--- src/rtl/pc_sequencer.sv ---
// Program-counter sequencer with NEXT/BRANCH/JUMP/CALL/RET and a return-address stack.
// One-cycle latency; Enable=0 stalls all state; stack overflow/underflow sets a sticky fault.
module pc_sequencer #(
    parameter int                ADDR_W      = 10,
    parameter int                OFS_W       = 6,
    parameter int                STACK_DEPTH = 4,
    parameter logic [ADDR_W-1:0] RESET_PC    = '0
) (
    input  logic              Clock,
    input  logic              Reset,
    input  logic              Enable,
    input  logic [2:0]        iOp,
    input  logic              iCond,
    input  logic [OFS_W-1:0]  iSalto,
    input  logic [ADDR_W-1:0] iTarget,
    output logic [ADDR_W-1:0] oPC,
    output logic              oStackEmpty,
    output logic              oStackFull,
    output logic              oFault
);
    localparam int CNT_W = $clog2(STACK_DEPTH + 1);
    localparam int PTR_W = (STACK_DEPTH > 1) ? $clog2(STACK_DEPTH) : 1;
    localparam logic [CNT_W-1:0] CNT_FULL = CNT_W'(STACK_DEPTH);

    localparam logic [2:0] OP_BRANCH = 3'd1;
    localparam logic [2:0] OP_JUMP   = 3'd2;
    localparam logic [2:0] OP_CALL   = 3'd3;
    localparam logic [2:0] OP_RET    = 3'd4;

    logic [ADDR_W-1:0] stack [STACK_DEPTH];
    logic [CNT_W-1:0]  count, count_nxt;
    logic [ADDR_W-1:0] seq, ofs_ext, pc_nxt, top;
    logic [PTR_W-1:0]  wr_ptr, rd_ptr;
    logic              push, fault_set;

    assign seq     = oPC + ADDR_W'(1);
    assign ofs_ext = ADDR_W'($signed(iSalto));
    assign wr_ptr  = PTR_W'(count);
    assign rd_ptr  = PTR_W'(count - CNT_W'(1));
    assign top     = stack[rd_ptr];

    always_comb begin
        pc_nxt    = seq;
        count_nxt = count;
        push      = 1'b0;
        fault_set = 1'b0;
        case (iOp)
            OP_BRANCH: if (iCond) pc_nxt = seq + ofs_ext;
            OP_JUMP:   pc_nxt = iTarget;
            OP_CALL: begin
                if (count == CNT_FULL) begin
                    pc_nxt    = oPC;
                    fault_set = 1'b1;
                end else begin
                    push      = 1'b1;
                    count_nxt = count + CNT_W'(1);
                    pc_nxt    = iTarget;
                end
            end
            OP_RET: begin
                if (count == '0) begin
                    pc_nxt    = oPC;
                    fault_set = 1'b1;
                end else begin
                    pc_nxt    = top;
                    count_nxt = count - CNT_W'(1);
                end
            end
            default: ;
        endcase
    end

    // Flags are registered from count_nxt so they change on the same edge as count.
    always_ff @(posedge Clock or negedge Reset) begin
        if (!Reset) begin
            oPC         <= RESET_PC;
            count       <= '0;
            oStackEmpty <= 1'b1;
            oStackFull  <= 1'b0;
            oFault      <= 1'b0;
        end else if (Enable) begin
            oPC         <= pc_nxt;
            count       <= count_nxt;
            oStackEmpty <= (count_nxt == '0);
            oStackFull  <= (count_nxt == CNT_FULL);
            oFault      <= oFault | fault_set;
        end
    end

    always_ff @(posedge Clock) begin
        if (Reset && Enable && push) stack[wr_ptr] <= seq;
    end
endmodule

--- config.mk ---
export PLATFORM = sky130hd
export DESIGN_NAME = pc_sequencer
export DESIGN_NICKNAME = d
export VERILOG_FILES = /design/src/rtl/pc_sequencer.sv
export SDC_FILE = /design/constraint.sdc
export NUM_CORES = 1
export LEC_CHECK = 0
export BUFFER_PORTS_ARGS = -buffer_cell sky130_fd_sc_hd__buf_2
export CORE_MARGIN = 3
export CORE_UTILIZATION = 25
export DETAILED_ROUTE_END_ITERATION = 12
export GPL_TIMING_DRIVEN = 0
export RECOVER_POWER = 50
export SYNTH_ARGS = -nofsm -noshare
export SYNTH_HDL_FRONTEND = slang
export SYNTH_SLANG_ARGS = --single-unit
--- constraint.sdc ---
create_clock -name Clock -period 5.7 [get_ports Clock]
set_input_delay 0.285 -clock Clock [delete_from_list [all_inputs] [get_ports Clock]]
set_output_delay 0.285 -clock Clock [all_outputs]
set_load 0.1 [all_outputs]
### Word-level counts from Yosys, hierarchy flattened

Memories as Yosys holds them, arrays and structs flattened.
Cells that the tools add are included.

* output and inout bits: 13
* word-level logic and storage cells: 38
* flip-flop bits (word level): 16
* ROM bits: 0
* input port bits: 23
* bits in latches: 0
* memories: 1
* bits in writable memories: 40

* add/sub/neg operators: 4
* multiplexer cells: 14
* multipliers: 0
* shifts and indexed selects: 0
* $lt $le $gt $ge: 0
* equal/unequal tests: 8
* bitwise logic cells: 1
* reductions and logical operators: 5
* divide/modulo/power cells: 0

Memory list
* stack: words 4, width 10, rd ports 1, clocked after Yosys merged registers in 0, write ports 1, RTL line 30 `logic [ADDR_W-1:0] stack [STACK_DEPTH];`

Operators by type and width (count)
* $pmux W10 S4: 1
* $mux W10: 3
* $add A10 B1 Y10 const B: 1
* $add A10 B10 Y10: 1
* $eq A3 B3 Y1 const B: 3
* $eq A3 B2 Y1 const B: 2
* $logic_not A3 Y1: 2
* $mux W1: 6
* $mux W3: 2
* $pmux W3 S2: 1
* $ne A2 B2 Y1 const B: 2
* $add A3 B1 Y3 const B: 1
* $eq A3 B1 Y1 const B: 1
* $reduce_and A3 Y1: 1
* $sub A3 B1 Y3 const B: 1
* $logic_and A1 B1 Y1: 2
* $pmux W1 S2: 1
* $or A1 B1 Y1: 1

### Depth between registers and ports, before layout

Gate-level depths: netlist of the first run.

* depth after elaboration: 6
* depth in mapped cells: 11

### Least setup slack after synthesis of the first run

OpenSTA, ideal clock, no wires.

* path kind: register to register
* start point: register oPC[2]
* end point: register oPC[8]
* required time: 5.576 ns
* buffers on the path: 0
* library setup time: 0.124 ns
* data arrival time: 3.276 ns
* path slack: 2.301 ns
* stages on the path, launching flop included: 11
* cell sequence: dfrtp_1 > and3_1 > nand3_1 > xnor2_1 > ha_1 > or2_2 > a21o_1 > and4_1 > nor3_2 > nor2_1 > o31a_1

* longest elaborated chain between the ends: 4

Ends and longest elaborated chain
* start: declaration: RTL line 16 `output logic [ADDR_W-1:0] oPC,`
* start signal: assignment: RTL line 82 `oPC <= pc_nxt;`
* $add A10 B1 Y10: RTL line 36 `assign seq = oPC + ADDR_W'(1);`
* via seq[5]: RTL line 32 `logic [ADDR_W-1:0] seq, ofs_ext, pc_nxt, top;`
* $add A10 B10 Y10: RTL line 48 `OP_BRANCH: if (iCond) pc_nxt = seq + ofs_ext;`
* $mux W10: RTL line 48
* $pmux W10 S4: RTL line 47 `case (iOp)`

The timed path passes the listed nets, and every way through them passes these cells.
A chain may end at the register's enable or synchronous reset.

### Final worst setup path of the first run

* start point: register count[0]
* end point: register oPC[6]

* longest elaborated chain between the ends: 4

Ends and longest elaborated chain
* start: declaration: RTL line 31 `logic [CNT_W-1:0] count, count_nxt;`
* start signal: assignment: RTL line 83 `count <= count_nxt;`
* $sub A3 B1 Y3
* $mem_v2 Z4 W10
* $mux W10: RTL line 61 `if (count == '0) begin`
* $pmux W10 S4: RTL line 47

Several ways; a longest one is shown, not always the timed one. The select of a mux whose other input is x is not followed.

==> run metrics, run 1 <==
status=finished, final reports clean; worst slew pin tran=1190 ps; Finished Cell Area=3860 µm²; Sum Neg Setup Slack=0 ps; largest family of logic cells by synthesized area=compound AO/OA/AOI/OAI gates; Synth Cell Area=3360 µm²; Critical Path AT=3600 ps; Die ar.=14900 µm²; #FFs+latches synth=56; clock sink total=56; number of global-route vias before repair=2394; CP Max Fanout=10; Sw Pwr=974 µW; Min-Delay Path Class=input pin to register; wire per inst=16.8 µm; cell taking the most area after synthesis=edfxtp_1; Sequential Area=1600 µm²; final hold viol count=0; DP Wirelength=6310 µm; routing usage on met1=0.167; io pins=36; Synth Area in Compound Gates=0.166; Area after DPL=3730 µm²; top cell type's share of synthesized area=0.358; Mean Syn Cell Area=11.7 µm²; Logic pwr share=0.549; initial antenna violation count=0; gr busiest metal=met2; mux contribution to synthesized area=0.0834; Root Driver=clkbuf_16; Switching Fraction=0.477; GR Util All Layers=0.112; first-pass GRT wire length=12900 µm; Tcrit/Tclk final=0.598; Peak Freq=0.293 GHz; minimum clock period=3410 ps; post-synthesis adder-cell area fraction=0.0618; diode count=0; worst vdd rail ir drop=0.000386 V; Mapped Nets=326; TritonCTS Buffers=5; cells after synthesis=287; layout cell share with drive strength beyond 1=0.168; Site Rows=41; Starting DRT DRC Count=238; Setup violations, final=0; drt via density=4.98; CTS tree=built; Min-Delay Path Depth=3; final WL=8380 µm; Clk pwr share=0.151; Pwr Density=529 nW/µm²; yosys warns=0; core footprint=12900 µm²; post_cts resized=0; Clock Path Buffers=2; DRC Markers=0; DR pass1 iterations=5; MaxCap Viol Count=0; GR Util met3=0.0209; Int Pwr=1.07 mW; chip width=122 µm; WP data required=5880 ps; EDFF count, synth=40; I/O Buffers=32; Max Slew Vio Count=0; fillcell total=1335; clk_skew=13.4 ps; Max-slew headroom=0.213; critical path type=register to register; Static Leak=1.42 nW; via count=2491; Die Y-Extent=122 µm; Antenna Nets Post-Route=0; clk_lat worst skew=300 ps; RePlAce Congestion=0.857; multi-input gate area in the final layout=1640 µm²; Layout Area Growth over Synthesis=14.9%; Synth cell types=64; htree depth=2; Clk pin slew, worst setup/hold paths=70 ps; pin count of the biggest net entering global routing=18; sequential area share after synthesis=0.477; XOR/XNOR Fraction of Synth Area=0.0413; CP Capture Type=register; Flop pwr share=0.299; met2 Usage GRT=0.171; Setup crit start kind=register; RSZ-0062 raised after global routing=no; simple-gate share of the synthesized area=0.139; fin nets=366; R2R depth=9; Initial Utilization=0.261; ys async rst share=0.286; Post-synth top flop=edfxtp_1; GRT overflow=0; ranking of synthesized cells by area=edfxtp_1 36%, dfrtp_1 11%, mux4_2 6.7%
==> state kept, by name, summed over array words and instances (netlist names) <==
name,flops
count,3
oPC,10
oStackEmpty,1
stack,40
oFault,1
oStackFull,1
==> metrics by stage <==
stage	total power [mW]	instances	hold slack (ps)	worst slack, ps	util
6_report	2.04	500	412	2290	0.300
3_5_place_dp	1.75	491	266	2500	0.290
2_1_floorplan	1.50	287	-10.6	2300	-
4_1_cts	2.07	500	409	2450	0.302
3_3_place_gp	1.73	491	247	2560	0.290
5_1_grt	2.16	500	427	2030	0.300
==> power by group through the flow <==
stage               registers [mW]  clock network [mW]  logic, mW
floorplan                    0.880                   0      0.624
global placement             0.616                   0       1.12
detailed placement           0.618                   0       1.13
CTS                          0.611               0.316       1.14
global route                 0.620               0.330       1.21
finish                       0.611               0.309       1.12
==> worst max-delay path, stage by stage, from the launching register on <==
cell and delay (ps):
dfrtp_1 430, clkbuf_1 620, inv_1 260, ha_1 500
clkbuf_1 500, mux4_2 410, a22oi_1 210, o21ai_0 140
a21oi_1 150, o21ai_0 90
==> placed cells by master, fill, tap and decap left out, types with 2 or more instances in the layout <==
| master | netlist | layout |
|---|---|---|
| edfxtp_1 | 40 | 40 |
| buf_2 | 7 | 24 |
| nand2_1 | 19 | 19 |
| clkbuf_1 | 2 | 18 |
| o21ai_0 | 16 | 16 |
| a21oi_1 | 16 | 16 |
| ha_1 | 15 | 15 |
| dfrtp_1 | 15 | 15 |
| nor2_1 | 12 | 12 |
| xnor2_1 | 10 | 11 |
| mux4_2 | 10 | 10 |
| inv_1 | 9 | 9 |
| a21o_1 | 9 | 9 |
| nand2b_1 | 8 | 8 |
| a31oi_1 | 7 | 7 |
| nor3_1 | 6 | 6 |
| and2_1 | 6 | 6 |
| and3_1 | 5 | 5 |
| nand3_1 | 4 | 5 |
| o22ai_1 | 5 | 5 |
| a211oi_1 | 5 | 5 |
| clkbuf_16 | 0 | 5 |
| xor2_1 | 4 | 4 |
| nand3b_1 | 4 | 4 |
| a22oi_1 | 4 | 4 |
| nor2b_1 | 3 | 3 |
| buf_4 | 2 | 2 |
| mux2_2 | 2 | 2 |
| a221oi_1 | 2 | 2 |
| or3_1 | 2 | 2 |
| and4_1 | 2 | 2 |
| o21bai_1 | 2 | 2 |
| a41o_1 | 2 | 2 |
==> kinds of logic after synthesis <==
logic type,Yosys count
flip-flops,56
adder cells (fa/ha/maj),16
buffers and inverters,22
XOR/XNOR,15
AO/OA/AOI/OAI,83
AND/OR/NAND/NOR,81
multiplexers,14
==> worst paths after layout <==
check                                      from                     end  slack, ps
setup / recovery           count[0]$_DFFE_PN0P_      oPC[6]$_DFFE_PN0P_       2290
setup reg to reg           count[0]$_DFFE_PN0P_      oPC[6]$_DFFE_PN0P_       2290
hold reg to reg              oFault$_DFFE_PN0P_      oFault$_DFFE_PN0P_        500
hold / removal                       iTarget[5]      oPC[5]$_DFFE_PN0P_        410
max in group asynchronous                 Reset    count[0]$_DFFE_PN0P_       4300
min in group asynchronous                 Reset  oStackFull$_DFFE_PN0P_        720
==> per-layer routing <==
layer,vias up,share of wire
met5,-,0
met4,0,0.0045
met3,5,0.048
met2,69,0.46
met1,1226,0.48
li1,1191,-
==> area by class of cell <==
type,instances,share of cell area
Multi-Input combinational cell,209,0.424
Sequential cell,56,0.415
Tap cell,172,0.0558
Timing Repair Buffer,33,0.0396
Clock buffer,6,0.0334
Buffer,13,0.0185
Inverter,9,0.00875
Clock inverter,2,0.00422
==> synthesized netlist by cell type, drive strengths merged, types with 6 or more instances <==
| library cell | number |
|---|---|
| and2 | 6 |
| a21oi | 16 |
| ha | 15 |
| nor2 | 12 |
| nor3 | 7 |
| xnor2 | 11 |
| o21ai | 17 |
| a31oi | 7 |
| edfxtp | 40 |
| nand2b | 8 |
| a21o | 10 |
| mux4 | 10 |
| dfrtp | 15 |
| nand2 | 19 |
| inv | 9 |
| buf | 11 |
==> timing repair <==
action,CTS,global route
hold endpoints to repair,15,0
buffers inserted,0,0
hold buffers,1,0
Note: power is estimated with default switching activity, not from simulation.
==> inputs of run 2 (changes only) <==
==> constraint.sdc (replaced) <==
create_clock -name Clock -period 3.3 [get_ports Clock]
set_input_delay 0.165 -clock Clock [delete_from_list [all_inputs] [get_ports Clock]]
set_output_delay 0.165 -clock Clock [all_outputs]
set_load 0.1 [all_outputs]
==> run metrics, run 2 (synthesized netlist as in run 1, its figures left out) <==
critical path type=register to register; core footprint=12900 µm² (unchanged); Setup violations, final=0 (unchanged); Static Leak=1.43 nW (+0.65%); Die ar.=14900 µm² (unchanged); WP data required=3470 ps (-2410 ps); minimum clock period=3070 ps (-342 ps); biggest regs=stack x40, oPC x10, count x3; R2R depth=11 (+2); clk_lat worst skew=290 ps (about the same); worst slew pin tran=1190 ps (+2.36 ps); via count=2516 (+1.0%); clk_skew=8.19 ps (-5.24 ps); R2R Setup Slk=230 ps (-2060 ps); MaxCap Viol Count=0 (unchanged); CP Capture Type=register; Sum Neg Setup Slack=0 ps (unchanged); Setup crit start kind=register; clock sink total=56 (unchanged); final WL=8350 µm (-0.36%); Clk pin slew, worst setup/hold paths=70 ps (about the same); drt via density=5.04 (+1.2%); max reg flops=40 (unchanged); reg-to-reg endpoint=oPC[9]$_DFFE_PN0P_; DP Wirelength=6280 µm (-0.55%); Antenna Nets Post-Route=0 (unchanged); critical-path cell list=ha_1, and3_1, xnor2_1, inv_1, ha_2, and4_1, nor3b_1, nor3_1, nand3b_1, xnor2_1, o41ai_1; status=finished, final reports clean; GRT overflow=0 (unchanged); Min-Delay Path Depth=3 (unchanged); Peak Freq=0.326 GHz (+11%); Tcrit/Tclk final=0.930 (+0.332); htree depth=2 (unchanged); I/O Buffers=32 (unchanged); Top reg by flops=stack; Pwr Density=908 nW/µm² (+72%); diode count=0 (unchanged); slowest CP cell=dfrtp_2; CP Max Fanout=6 (-4); commonest cells after routing, fill and taps aside=40 x edfxtp_1, 25 x buf_2, 19 x nand2_1; final hold viol count=0 (unchanged); worst hold start=iTarget[5]; layout cell share with drive strength beyond 1=0.190 (+0.0219); DRC Markers=0 (unchanged); RePlAce Congestion=0.828 (-3.4%); most frequent CP cell=xnor2_1; first-pass GRT wire length=13200 µm (+2.5%); RSZ-0062 raised after global routing=no; Max Slew Vio Count=0 (unchanged); most common cell after layout, fill and taps aside=edfxtp_1; DR pass1 iterations=5 (unchanged); Hold EP=oPC[5]$_DFFE_PN0P_; io pins=36 (unchanged); fin nets=365 (-0.27%); pin count of the biggest net entering global routing=18 (unchanged); TritonCTS Buffers=5 (unchanged); crit-path max cell delay=460 ps (-160 ps); Critical Path AT=3240 ps (-360 ps); chip width=122 µm (unchanged); Max-slew headroom=0.212 (-0.00157); initial antenna violation count=0 (unchanged); CTS tree=built; Starting DRT DRC Count=189 (-21%); wire per inst=16.7 µm (-0.16%); worst hold slack=279 ps (-132 ps); Reg-to-Reg Start=oPC[0]$_DFFE_PN0P_; pre-CTS setup slack=193 ps (-2300 ps); GR Util All Layers=0.114 (+0.00208); number of global-route vias before repair=2480 (+3.6%); Root Driver=clkbuf_16; Initial Utilization=0.261 (unchanged); Layout Area Growth over Synthesis=15.4%; setup ws final=231 ps (-2060 ps); Die Y-Extent=122 µm (unchanged); Site Rows=41 (unchanged); Clock Path Buffers=2 (unchanged); worst vdd rail ir drop=0.000812 V (+110%); Min-Delay Path Class=input pin to register
run 2: cell types whose count changed in the layout (fill, tap and decap cells not counted), sizes merged:
cell and change:
buf +1, clkbuf -2
run 2: cell type report:
class,count,area [µm²]
Buffer,12,68.8
Sequential cell,56,1610
Clock inverter,2,16.3
Fill cell,1305,9000
Timing Repair Buffer,33,153
Tap cell,172,215
Inverter,9,33.8
Clock buffer,6,129
Multi-Input combinational cell,209,1660
run 2: power breakdown:
group	internal, mW	total (mW)	switching, mW
combinational	0.627	1.94	1.31
sequential	0.942	1.06	0.119
clock	0.283	0.521	0.237
total	1.85	3.52	1.67
run 2: through the flow:
| step | area [µm²] | cells | total power [mW] | util |
|---|---|---|---|---|
| global route | 3880 | 499 | 3.75 | 0.301 |
| floorplan | 3360 | 287 | 2.60 | - |
| CTS | 3890 | 500 | 3.56 | 0.302 |
| finish | 3880 | 499 | 3.52 | 0.301 |
| global placement | 3740 | 491 | 3.00 | 0.290 |
| detailed placement | 3740 | 491 | 3.03 | 0.290 |
run 2: what timing repair did:
action	CTS	global route
endpoints found under the setup margin	0	3
resized for setup	0	3
hold endpoints to repair	15	0
hold buffers	1	0
setup buffers	0	0
run 2: worst max-delay path, delay by kind of cell, from the launching register on:
family | cells | cell delay, ps
fa+ha+maj | 2 | 730
xor+xnor | 2 | 340
flops | 1 | 460
simple gates | 5 | 1040
buf+inv | 1 | 160
compound gates | 1 | 260
run 2: how the worst max path moves through the flow:
| stage | from | end | slack [ps] |
|---|---|---|---|
| global route | oPC[0]$_DFFE_PN0P_ | oPC[9]$_DFFE_PN0P_ | 8 |
| finish | oPC[0]$_DFFE_PN0P_ | oPC[9]$_DFFE_PN0P_ | 230 |
| detailed placement | count[0]$_DFFE_PN0P_ | oPC[6]$_DFFE_PN0P_ | 190 |
| global placement | count[0]$_DFFE_PN0P_ | oPC[6]$_DFFE_PN0P_ | 220 |
| floorplan | oPC[3]$_DFFE_PN0P_ | oPC[9]$_DFFE_PN0P_ | 110 |
| CTS | count[0]$_DFFE_PN0P_ | oPC[6]$_DFFE_PN0P_ | 170 |
run 2: metal layers:
metal	GRT usage	share of wire	vias to the layer above
met5	0	0	-
met4	0.0252	0.0075	0
met3	0.0195	0.053	6
met2	0.176	0.47	91
met1	0.169	0.47	1242
li1	-	-	1177
